--- src/rtl/i2s_pkg.sv ---
// ---------------------------------------------------------------------------
// i2s_pkg
// Shared definitions for the multichannel I2S capture / AXI-Stream packer:
//   - seq_state_e : push sequencer states (IDLE / CAPTURE / PUSH)
//   - DROP_CNT_W  : width of the saturating dropped-frame counter
//   - calc_beats  : number of AXIS beats needed for one packed frame
//   - params_ok   : parameter legality check used at elaboration time
// ---------------------------------------------------------------------------
package i2s_pkg;

    typedef enum logic [1:0] {
        SEQ_IDLE    = 2'd0,
        SEQ_CAPTURE = 2'd1,
        SEQ_PUSH    = 2'd2
    } seq_state_e;

    localparam int DROP_CNT_W = 16;

    function automatic int calc_beats(input int num_ch, input int slot_w, input int axis_w);
        return (num_ch * slot_w) / axis_w;
    endfunction

    // Legal parameter set: a frame splits into whole beats, the FIFO can hold
    // a complete frame, samples fit their slots, and the data delay is 0 or 1.
    function automatic bit params_ok(input int num_ch, input int sample_w, input int slot_w,
                                     input int axis_w, input int fifo_depth,
                                     input int data_delay);
        return (num_ch >= 1) && (sample_w >= 2) && (slot_w >= sample_w) && (axis_w >= 1) &&
               (((num_ch * slot_w) % axis_w) == 0) &&
               (calc_beats(num_ch, slot_w, axis_w) >= 1) &&
               (fifo_depth >= calc_beats(num_ch, slot_w, axis_w)) &&
               ((data_delay == 0) || (data_delay == 1));
    endfunction

endpackage

--- src/rtl/axis_beat_fifo.sv ---
// ---------------------------------------------------------------------------
// axis_beat_fifo
// First-word-fall-through FIFO for stream beats. The head entry is always
// presented on pop_data_o while valid_o is high; pointers wrap modulo DEPTH,
// so DEPTH need not be a power of two.
//
// Ports:
//   clk_i        clock (rising edge)
//   rst_i        asynchronous active-high reset, empties the FIFO
//   push_i       write push_data_i (ignored when full)
//   push_data_i  entry to write
//   pop_i        remove head entry (ignored when empty)
//   pop_data_o   head entry
//   valid_o      FIFO not empty
//   level_o      current number of stored entries
//
// A simultaneous push and pop both take effect and leave the level unchanged.
// ---------------------------------------------------------------------------
module axis_beat_fifo #(
    parameter int WIDTH = 129,
    parameter int DEPTH = 4,
    parameter int LVL_W = $clog2(DEPTH + 1)
) (
    input  logic             clk_i,
    input  logic             rst_i,
    input  logic             push_i,
    input  logic [WIDTH-1:0] push_data_i,
    input  logic             pop_i,
    output logic [WIDTH-1:0] pop_data_o,
    output logic             valid_o,
    output logic [LVL_W-1:0] level_o
);

    localparam int PTR_W = (DEPTH > 1) ? $clog2(DEPTH) : 1;

    logic [WIDTH-1:0] mem_q [DEPTH];
    logic [PTR_W-1:0] wr_ptr_q;
    logic [PTR_W-1:0] rd_ptr_q;
    logic [LVL_W-1:0] level_q;
    logic             do_push;
    logic             do_pop;

    function automatic logic [PTR_W-1:0] next_ptr(input logic [PTR_W-1:0] p);
        return (p == PTR_W'(DEPTH - 1)) ? '0 : p + 1'b1;
    endfunction

    assign do_push = push_i && (level_q != LVL_W'(DEPTH));
    assign do_pop  = pop_i && (level_q != '0);

    always_ff @(posedge clk_i or posedge rst_i) begin
        if (rst_i) begin
            for (int i = 0; i < DEPTH; i++) begin
                mem_q[i] <= '0;
            end
            wr_ptr_q <= '0;
            rd_ptr_q <= '0;
            level_q  <= '0;
        end else begin
            if (do_push) begin
                mem_q[wr_ptr_q] <= push_data_i;
                wr_ptr_q        <= next_ptr(wr_ptr_q);
            end
            if (do_pop) begin
                rd_ptr_q <= next_ptr(rd_ptr_q);
            end
            if (do_push && !do_pop) begin
                level_q <= level_q + 1'b1;
            end else if (do_pop && !do_push) begin
                level_q <= level_q - 1'b1;
            end
        end
    end

    assign pop_data_o = mem_q[rd_ptr_q];
    assign valid_o    = (level_q != '0);
    assign level_o    = level_q;

endmodule

--- src/rtl/i2s_multich_axis_packer.sv ---
// ---------------------------------------------------------------------------
// i2s_multich_axis_packer
// Captures NUM_CH I2S-style serial lines sharing sck/ws, extends each sample
// to a SLOT_W slot, packs one frame (all channels) into AXIS_W-wide beats and
// queues them in a beat FIFO. A frame that does not fit as a whole is dropped
// and counted. Everything runs on the rising edge of sck.
//
// Ports:
//   sck            bit clock
//   rst            asynchronous active-high reset
//   start          capture enable
//   ws             word select / frame sync
//   sd             serial data, bit i = channel i
//   m_axis_tdata   packed slots (channel c at frame bits [c*SLOT_W +: SLOT_W])
//   m_axis_tvalid  beat valid
//   m_axis_tlast   last beat of a frame
//   m_axis_tready  sink ready
//   overflow       one-cycle pulse per dropped frame
//   short_frame    one-cycle pulse when the active phase ends early
//   drop_count     saturating dropped-frame count
//   fifo_level     beat FIFO occupancy
//   dbg_state      push sequencer state (seq_state_e encoding)
//
// Stream handshake: a beat transfers on a rising sck edge where
// m_axis_tvalid && m_axis_tready; once tvalid is high it stays high, and
// tdata/tlast hold their values, until that transfer happens.
// ---------------------------------------------------------------------------
module i2s_multich_axis_packer
    import i2s_pkg::*;
#(
    parameter int NUM_CH     = 8,
    parameter int SAMPLE_W   = 24,
    parameter int SLOT_W     = 32,
    parameter int AXIS_W     = 128,
    parameter int FIFO_DEPTH = 4,
    parameter int ACTIVE_WS  = 0,
    parameter int DATA_DELAY = 1,
    parameter int SIGN_EXT   = 1
) (
    input  logic                             sck,
    input  logic                             rst,
    input  logic                             start,
    input  logic                             ws,
    input  logic [NUM_CH-1:0]                sd,
    output logic [AXIS_W-1:0]                m_axis_tdata,
    output logic                             m_axis_tvalid,
    output logic                             m_axis_tlast,
    input  logic                             m_axis_tready,
    output logic                             overflow,
    output logic                             short_frame,
    output logic [DROP_CNT_W-1:0]            drop_count,
    output logic [$clog2(FIFO_DEPTH+1)-1:0]  fifo_level,
    output logic [1:0]                       dbg_state
);

    localparam int   BEATS   = calc_beats(NUM_CH, SLOT_W, AXIS_W);
    localparam int   FRAME_W = NUM_CH * SLOT_W;
    localparam int   LVL_W   = $clog2(FIFO_DEPTH + 1);
    localparam int   LAST_K  = DATA_DELAY + SAMPLE_W - 1;
    localparam int   CNT_W   = $clog2(LAST_K + 2);
    localparam int   BIDX_W  = (BEATS > 1) ? $clog2(BEATS) : 1;
    localparam logic ACT_LVL = 1'(ACTIVE_WS);

    if (!params_ok(NUM_CH, SAMPLE_W, SLOT_W, AXIS_W, FIFO_DEPTH, DATA_DELAY)) begin : g_bad_params
        $error("i2s_multich_axis_packer: illegal parameter combination");
    end

    seq_state_e                       state_q, state_d;
    logic                             ws_q;
    logic [CNT_W-1:0]                 cnt_q, cnt_d;
    logic [NUM_CH-1:0][SAMPLE_W-1:0]  shift_q, shift_d, shift_nxt;
    logic [BIDX_W-1:0]                bidx_q, bidx_d;
    logic                             overflow_q, overflow_d;
    logic                             short_q, short_d;
    logic [DROP_CNT_W-1:0]            drop_q, drop_d;

    logic                             ws_active;
    logic                             phase_start;
    logic                             free_ok;
    logic                             push_en;
    logic [AXIS_W:0]                  push_data;
    logic [FRAME_W-1:0]               frame;
    logic [AXIS_W:0]                  fifo_head;
    logic [LVL_W-1:0]                 level_w;
    logic                             fifo_valid;

    assign ws_active   = (ws == ACT_LVL);
    assign phase_start = start && ws_active && (ws_q != ACT_LVL);
    // Free space is judged on the level before this edge's pop.
    assign free_ok     = (level_w <= LVL_W'(FIFO_DEPTH - BEATS));

    always_comb begin
        shift_nxt = shift_q;
        for (int c = 0; c < NUM_CH; c++) begin
            shift_nxt[c] = {shift_q[c][SAMPLE_W-2:0], sd[c]};
        end
    end

    // The shift registers hold still outside CAPTURE, so they serve as the
    // frame register while the beats are written.
    always_comb begin
        frame = '0;
        for (int c = 0; c < NUM_CH; c++) begin
            for (int b = 0; b < SAMPLE_W; b++) begin
                frame[c*SLOT_W + b] = shift_q[c][b];
            end
            for (int b = SAMPLE_W; b < SLOT_W; b++) begin
                frame[c*SLOT_W + b] = (SIGN_EXT != 0) && shift_q[c][SAMPLE_W-1];
            end
        end
    end

    assign push_data = {(bidx_q == BIDX_W'(BEATS - 1)), frame[bidx_q*AXIS_W +: AXIS_W]};

    always_comb begin
        state_d    = state_q;
        cnt_d      = cnt_q;
        shift_d    = shift_q;
        bidx_d     = bidx_q;
        overflow_d = 1'b0;
        short_d    = 1'b0;
        drop_d     = drop_q;
        push_en    = 1'b0;
        case (state_q)
            SEQ_IDLE: begin
                if (phase_start) begin
                    state_d = SEQ_CAPTURE;
                    cnt_d   = CNT_W'(1);
                    if (DATA_DELAY == 0) begin
                        shift_d = shift_nxt;
                    end
                end
            end
            SEQ_CAPTURE: begin
                // cnt_q is the edge index k; from k=1 onward every edge up to
                // LAST_K lies inside the capture window.
                if (!start) begin
                    state_d = SEQ_IDLE;
                    cnt_d   = '0;
                end else if (!ws_active) begin
                    state_d = SEQ_IDLE;
                    cnt_d   = '0;
                    short_d = 1'b1;
                end else begin
                    shift_d = shift_nxt;
                    cnt_d   = cnt_q + 1'b1;
                    if (cnt_q == CNT_W'(LAST_K)) begin
                        state_d = SEQ_PUSH;
                        cnt_d   = '0;
                        bidx_d  = '0;
                    end
                end
            end
            SEQ_PUSH: begin
                if ((bidx_q == '0) && !free_ok) begin
                    overflow_d = 1'b1;
                    state_d    = SEQ_IDLE;
                    if (drop_q != '1) begin
                        drop_d = drop_q + 1'b1;
                    end
                end else begin
                    push_en = 1'b1;
                    if (bidx_q == BIDX_W'(BEATS - 1)) begin
                        state_d = SEQ_IDLE;
                        bidx_d  = '0;
                    end else begin
                        bidx_d = bidx_q + 1'b1;
                    end
                end
            end
            default: begin
                state_d = SEQ_IDLE;
            end
        endcase
    end

    always_ff @(posedge sck or posedge rst) begin
        if (rst) begin
            state_q    <= SEQ_IDLE;
            ws_q       <= ~ACT_LVL;
            cnt_q      <= '0;
            shift_q    <= '0;
            bidx_q     <= '0;
            overflow_q <= 1'b0;
            short_q    <= 1'b0;
            drop_q     <= '0;
        end else begin
            state_q    <= state_d;
            ws_q       <= ws;
            cnt_q      <= cnt_d;
            shift_q    <= shift_d;
            bidx_q     <= bidx_d;
            overflow_q <= overflow_d;
            short_q    <= short_d;
            drop_q     <= drop_d;
        end
    end

    axis_beat_fifo #(
        .WIDTH (AXIS_W + 1),
        .DEPTH (FIFO_DEPTH),
        .LVL_W (LVL_W)
    ) u_fifo (
        .clk_i       (sck),
        .rst_i       (rst),
        .push_i      (push_en),
        .push_data_i (push_data),
        .pop_i       (m_axis_tvalid && m_axis_tready),
        .pop_data_o  (fifo_head),
        .valid_o     (fifo_valid),
        .level_o     (level_w)
    );

    assign m_axis_tdata  = fifo_head[AXIS_W-1:0];
    assign m_axis_tlast  = fifo_head[AXIS_W];
    assign m_axis_tvalid = fifo_valid;
    assign overflow      = overflow_q;
    assign short_frame   = short_q;
    assign drop_count    = drop_q;
    assign fifo_level    = level_w;
    assign dbg_state     = state_q;

endmodule

--- config.mk ---
export PLATFORM = sky130hd
export DESIGN_NAME = i2s_multich_axis_packer
export DESIGN_NICKNAME = d
export VERILOG_FILES = /design/src/rtl/i2s_pkg.sv /design/src/rtl/axis_beat_fifo.sv /design/src/rtl/i2s_multich_axis_packer.sv
export SDC_FILE = /design/constraint.sdc
export NUM_CORES = 1
export LEC_CHECK = 0
export ABC_AREA = 0
export CAP_MARGIN = 5
export CORE_ASPECT_RATIO = 1.1
export CORE_MARGIN = 4
export CORE_UTILIZATION = 30
export CTS_CLUSTER_DIAMETER = 120
export DETAILED_ROUTE_END_ITERATION = 8
export PLACE_DENSITY_LB_ADDON = 0.25
export SLEW_MARGIN = 5
export SYNTH_ARGS = -nofsm -noshare
export SYNTH_HDL_FRONTEND = slang
export SYNTH_SLANG_ARGS = --single-unit
--- constraint.sdc ---
create_clock -name sck -period 71.6 [get_ports sck]
set_clock_uncertainty 0.1 [all_clocks]
set_input_delay 17.9 -clock sck [delete_from_list [all_inputs] [get_ports sck]]
set_output_delay 17.9 -clock sck [all_outputs]
set_load 0.01 [all_outputs]
; ---- Word-level counts from Yosys, hierarchy flattened
; Cells that the tools add are included.
[word_totals]
register_bits = 742
input_bits = 13
out_inout_bits = 153
word_cells = 109
[classes]
addsub = 7
magnitude_cmp = 4
n_eq_ne = 14
shifts = 1
muxes = 35
bitwise_logic = 4
n_reduce_logical = 22
[ops]
columns = operator, count
row1 = $bwmux W516, 1
row2 = $mux W129, 3
row3 = $bmux W129 S2, 1
row4 = $demux W129 S2, 1
row5 = $shiftx A256 B9 Y128, 1
row6 = $mux W5, 4
row7 = $add A16 B1 Y16 const B, 1
row8 = $mux W2, 8
row9 = $ne A16 B16 Y1 const B, 1
row10 = $mux W1, 12
row11 = $ne A2 B2 Y1 const B, 5
row12 = $pmux W5 S2, 1
row13 = $logic_and A1 B1 Y1, 9
row14 = $reduce_and A3 Y1, 3
row15 = $eq A2 B2 Y1 const B, 3
row16 = $ge A3 B3 Y1 const B, 2
row17 = $mux W3, 2
row18 = $ne A3 B3 Y1 const B, 2
row19 = $not A2 Y3, 2
row20 = $pmux W2 S3, 1
row21 = $reduce_bool A2 Y1, 3
row22 = $add A5 B1 Y5 const B, 1
row23 = $eq A5 B5 Y1 const B, 1
row24 = $reduce_and A5 Y1, 1
row25 = 14 further kinds, 18

; ---- Depth between registers and ports, before layout
[depth]
word_depth = 10
mapped_depth = 10
depth_no_buf = 9

; ---- Modules after synthesis
; From an unflattened synthesis, not the netlist that was laid out.
[hier_totals]
hier_cells = 1924
hier_area_um2 = 32464.9
[by_module_without_submodules]
columns = mod, instances, cells_each, area_per_inst_um2, seq_area_each_um2
row1 = axis_beat_fifo, 1, 1288, 22840.7, 13087.6
row2 = i2s_multich_axis_packer, 1, 636, 9624.2, 5481.5

; ---- Worst setup path after synthesis
; No wires, ideal clock.
[synth_path]
path_type = flip-flop to output port
startpoint = reg u_fifo.rd_ptr_q[0]
endpoint = out m_axis_tdata[10]
arrival_time_ns = 1.632
required_time_ns = 53.600
path_slack_ns = 51.968
stages_incl_launch_ff = 5
path_buffers = 3
cell_sequence = dfrtp_1 > buf_2 > buf_2 > buf_2 > mux4_2
[synth_via]
elab_chain_cells = 4
[synth_rtl]
columns = item, line_no
row1 = "start, declared", axis_beat_fifo.sv:38  ; logic [PTR_W-1:0] rd_ptr_q;
row2 = "start signal, assigned", axis_beat_fifo.sv:64  ; rd_ptr_q <= next_ptr(rd_ptr_q);
row3 = $not A2 Y3 (not written as such), axis_beat_fifo.sv:74  ; assign pop_data_o = mem_q[rd_ptr_q];
row4 = $bmux W129 S2, axis_beat_fifo.sv:74
row5 = $mux W129 (not written as such) (2 in series), axis_beat_fifo.sv:74
row6 = "end, declared", i2s_multich_axis_packer.sv:45  ; output logic [AXIS_W-1:0] m_axis_tdata,
; No other way between the ends. The select of a mux whose other input is x is not followed.

==> impl_metrics.ini <==
[clocking]
cts_resized = 0
clock-sinks = 614
postCtsSetupBuffers = 0
cts_buffers = 70
htreeDepth = 3
insertion_delay_ns = 0.60
cts_hold_buf = 0
tritoncts = done
clockBufferDepth = 3
clkTransAtPathRegs_ns = 0.05
clockRootBuffer = clkbuf_16

[synthesis]
ys_seq_area_share_pct = 58.7
ys.flop_type = dfrtp_1
yosys.area.top_type_share_pct = 58.6
synth-seq-cells = 614
synth_most_common_cell = nand2_1
ys_types = 47
synth.area.top_cells = dfrtp_1, nand2_1, mux4_2
syn-cell-area_mm2 = 0.0262
synth_edf_count = 0
synth_top_area_cell = dfrtp_1
postSynth.asyncResetShare_pct = 100
yosys_warnings = 0
postSynthCellCount = 2481
synth.avg_cell_area_um2 = 10.6
synthTopCellsByCount = nand2_1, dfrtp_1, o21ai_0
synth_nets = 2504

[detailed_routing]
first_iter_violations = 955
num_vias = 17594
postRouteAntennaNets = 0
vias_per_cell = 4.70
drc = 0
routedWlPerCell_um = 16.7
drt-total-wl_um = 62500
dr.pass1.iters = 5

[critical_path]
crit_path_max_fanout = 106
crit_type = in -> async
endpoint = u_fifo.mem_q[69]$_DFFE_PP0P_
r2r_setup_slack_ns = 67.59
reg2reg_depth = 5
start_kind = input port
crit_arrival_ns = 23.33
rr_endpoint = u_fifo.mem_q[128]$_DFFE_PP0P_
crit_required_ns = 72.10
worstSetupEndpointType = asynchronous set/reset pin
startpoint = rst
r2r-start = bidx_q$_DFFE_PP0P_

[sta]
tightest_slew_ns = 1.12
grt_setup_unrepaired = no
maxSlewHeadroom_pct = 25.5
tns_ns = 0
fmax_ghz = 0.0438
setup_violations = 0
fin_crit_ns = 22.83
maxSlewViolCount = 0
timing.final.crit_share_pct = 31.9
finalHoldViolations = 0

[grt]
grt_max_degree = 172
grt_overflow = 0
antenna_found_initial = 2
grtUsageTotal_pct = 13.8
grt_pass1_wl_um = 102000
grt_pass1_vias = 18520

[floorplanning]
die_x_um = 290
num_io_pins = 166
core_area_mm2 = 0.0865
die_area_mm2 = 0.0921
die_y_um = 318
fp-row-count = 113
start_util_pct = 30.3

[layout]
syn_to_final_growth_pct = 17.2
drive_above_1_share_pct = 9.48
antenna_cells = 0
finalNetCount = 2567
fill_cells = 8623
finalNonFillerCells = 3745

[worst_hold_path]
min_path_type = reg -> reg

[placement]
placed_cells = 3622
io_buffer_count = 165
post-dp-hpwl_um = 35600
place.gp.congestion = 0.707

[power]
p_leak_nw = 13.7
finalPower_mw = 0.795
p_per_area_mw_per_mm2 = 25.9
vdd_drop_max_v = 0.0000164

[flow_run]
cap_violations = 0

[run_status]
status = finished, final reports clean
-- flip-flops by register name, summed over array words and instances (netlist names), 2 cells and up --
| register | count |
|---|---|
| u_fifo.rd_ptr_q | 2 |
| u_fifo.mem_q | 388 |
| u_fifo.wr_ptr_q | 2 |
| u_fifo.level_o | 3 |
| frame | 192 |
| drop_count | 16 |
| cnt_q | 5 |
| dbg_state | 2 |
-- per-stage QoR --
| stage | cell area (µm²) | utilization [%] | setup WS, ns | hold WS, ns |
|---|---|---|---|---|
| floorplan | 26200 | - | 36.41 | 0.344 |
| global placement | 28400 | 32.9 | 48.13 | 0.356 |
| detailed placement | 28400 | 32.9 | 47.81 | 0.365 |
| CTS | 30700 | 35.5 | 48.44 | 0.378 |
| global route | 30700 | 35.5 | 47.77 | 0.394 |
| finish | 30700 | 35.5 | 48.77 | 0.373 |
-- critical path: stages --
cell and delay, ns:
clkdlybuf4s50_1 0.49, inv_8 0.52, buf_4 0.84, buf_4 0.79, buf_4 0.84, buf_4 0.89
buf_4 0.84
-- metal layers --
| metal | wire [µm] | vias to the layer above | part of all wire (%) | GRT usage [%] |
|---|---|---|---|---|
| li1 | - | 8371 | - | - |
| met2 | 30500 | 323 | 49 | 23.2 |
| met3 | 2850 | 81 | 4.6 | 2.87 |
| met4 | 1270 | 0 | 2.0 | 3.65 |
| met5 | 0 | - | 0 | 0 |
| met1 | 27900 | 8819 | 45 | 18.2 |
-- layout make-up --
type	instances	area [µm²]	share of cell area [%]
Clock inverter	17	189	0.615
Multi-Input combinational cell	1663	9720	31.7
Timing Repair Buffer	186	1850	6.01
Clock buffer	106	2090	6.81
Inverter	9	41.3	0.134
Sequential cell	614	15400	50.1
Tap cell	1150	1440	4.69
-- logic make-up after synthesis --
group | count (synthesis) | share of synthesized area (%)
flip-flops | 614 | 58.7
adder cells (fa/ha/maj) | 10 | 0.506
multiplexers | 204 | 12.5
buffers and inverters | 204 | 4.47
AO/OA/AOI/OAI | 405 | 8.02
AND/OR/NAND/NOR | 1028 | 15.3
XOR/XNOR | 16 | 0.535
-- power breakdown --
group	internal, mW	switching (mW)	total, mW
Sequential	0.353	0.0187	0.372
Combinational	0.0295	0.0402	0.0696
Clock	0.212	0.142	0.354
Total	0.595	0.201	0.795
-- cells in the final DEF (no fill, tap or decap), types with 4 or more instances in the layout --
master,synthesis,routed
buf_4,33,18
clkbuf_1,65,19
clkbuf_16,0,73
clkbuf_8,0,14
clkdlybuf4s50_1,0,165
clkinv_2,0,10
dfrtp_1,613,610
ha_1,9,9
inv_1,9,8
mux2_2,7,7
mux2i_1,97,97
mux4_2,97,97
nand2_1,971,971
nand2b_1,5,5
nand3_1,9,9
nand4_1,4,4
nor2_1,8,7
nor3_1,10,10
nor4_1,6,6
o2111ai_4,0,4
o21ai_0,267,267
o21ai_1,122,122
xor2_1,14,14
-- worst min-delay path by stage --
stage	startpoint	end	slack (ns)	depth (start not counted)
2_1_floorplan	u_fifo.mem_q[143]$_DFFE_PP0P_	u_fifo.mem_q[143]$_DFFE_PP0P_	0.34	2
3_3_place_gp	u_fifo.mem_q[49]$_DFFE_PP0P_	u_fifo.mem_q[49]$_DFFE_PP0P_	0.36	2
3_5_place_dp	u_fifo.mem_q[334]$_DFFE_PP0P_	u_fifo.mem_q[334]$_DFFE_PP0P_	0.37	2
4_1_cts	u_fifo.mem_q[70]$_DFFE_PP0P_	u_fifo.mem_q[70]$_DFFE_PP0P_	0.38	2
5_1_grt	u_fifo.mem_q[280]$_DFFE_PP0P_	u_fifo.mem_q[280]$_DFFE_PP0P_	0.39	2
6_report	u_fifo.mem_q[70]$_DFFE_PP0P_	u_fifo.mem_q[70]$_DFFE_PP0P_	0.37	2
Note: power is estimated with default switching activity, not from simulation.
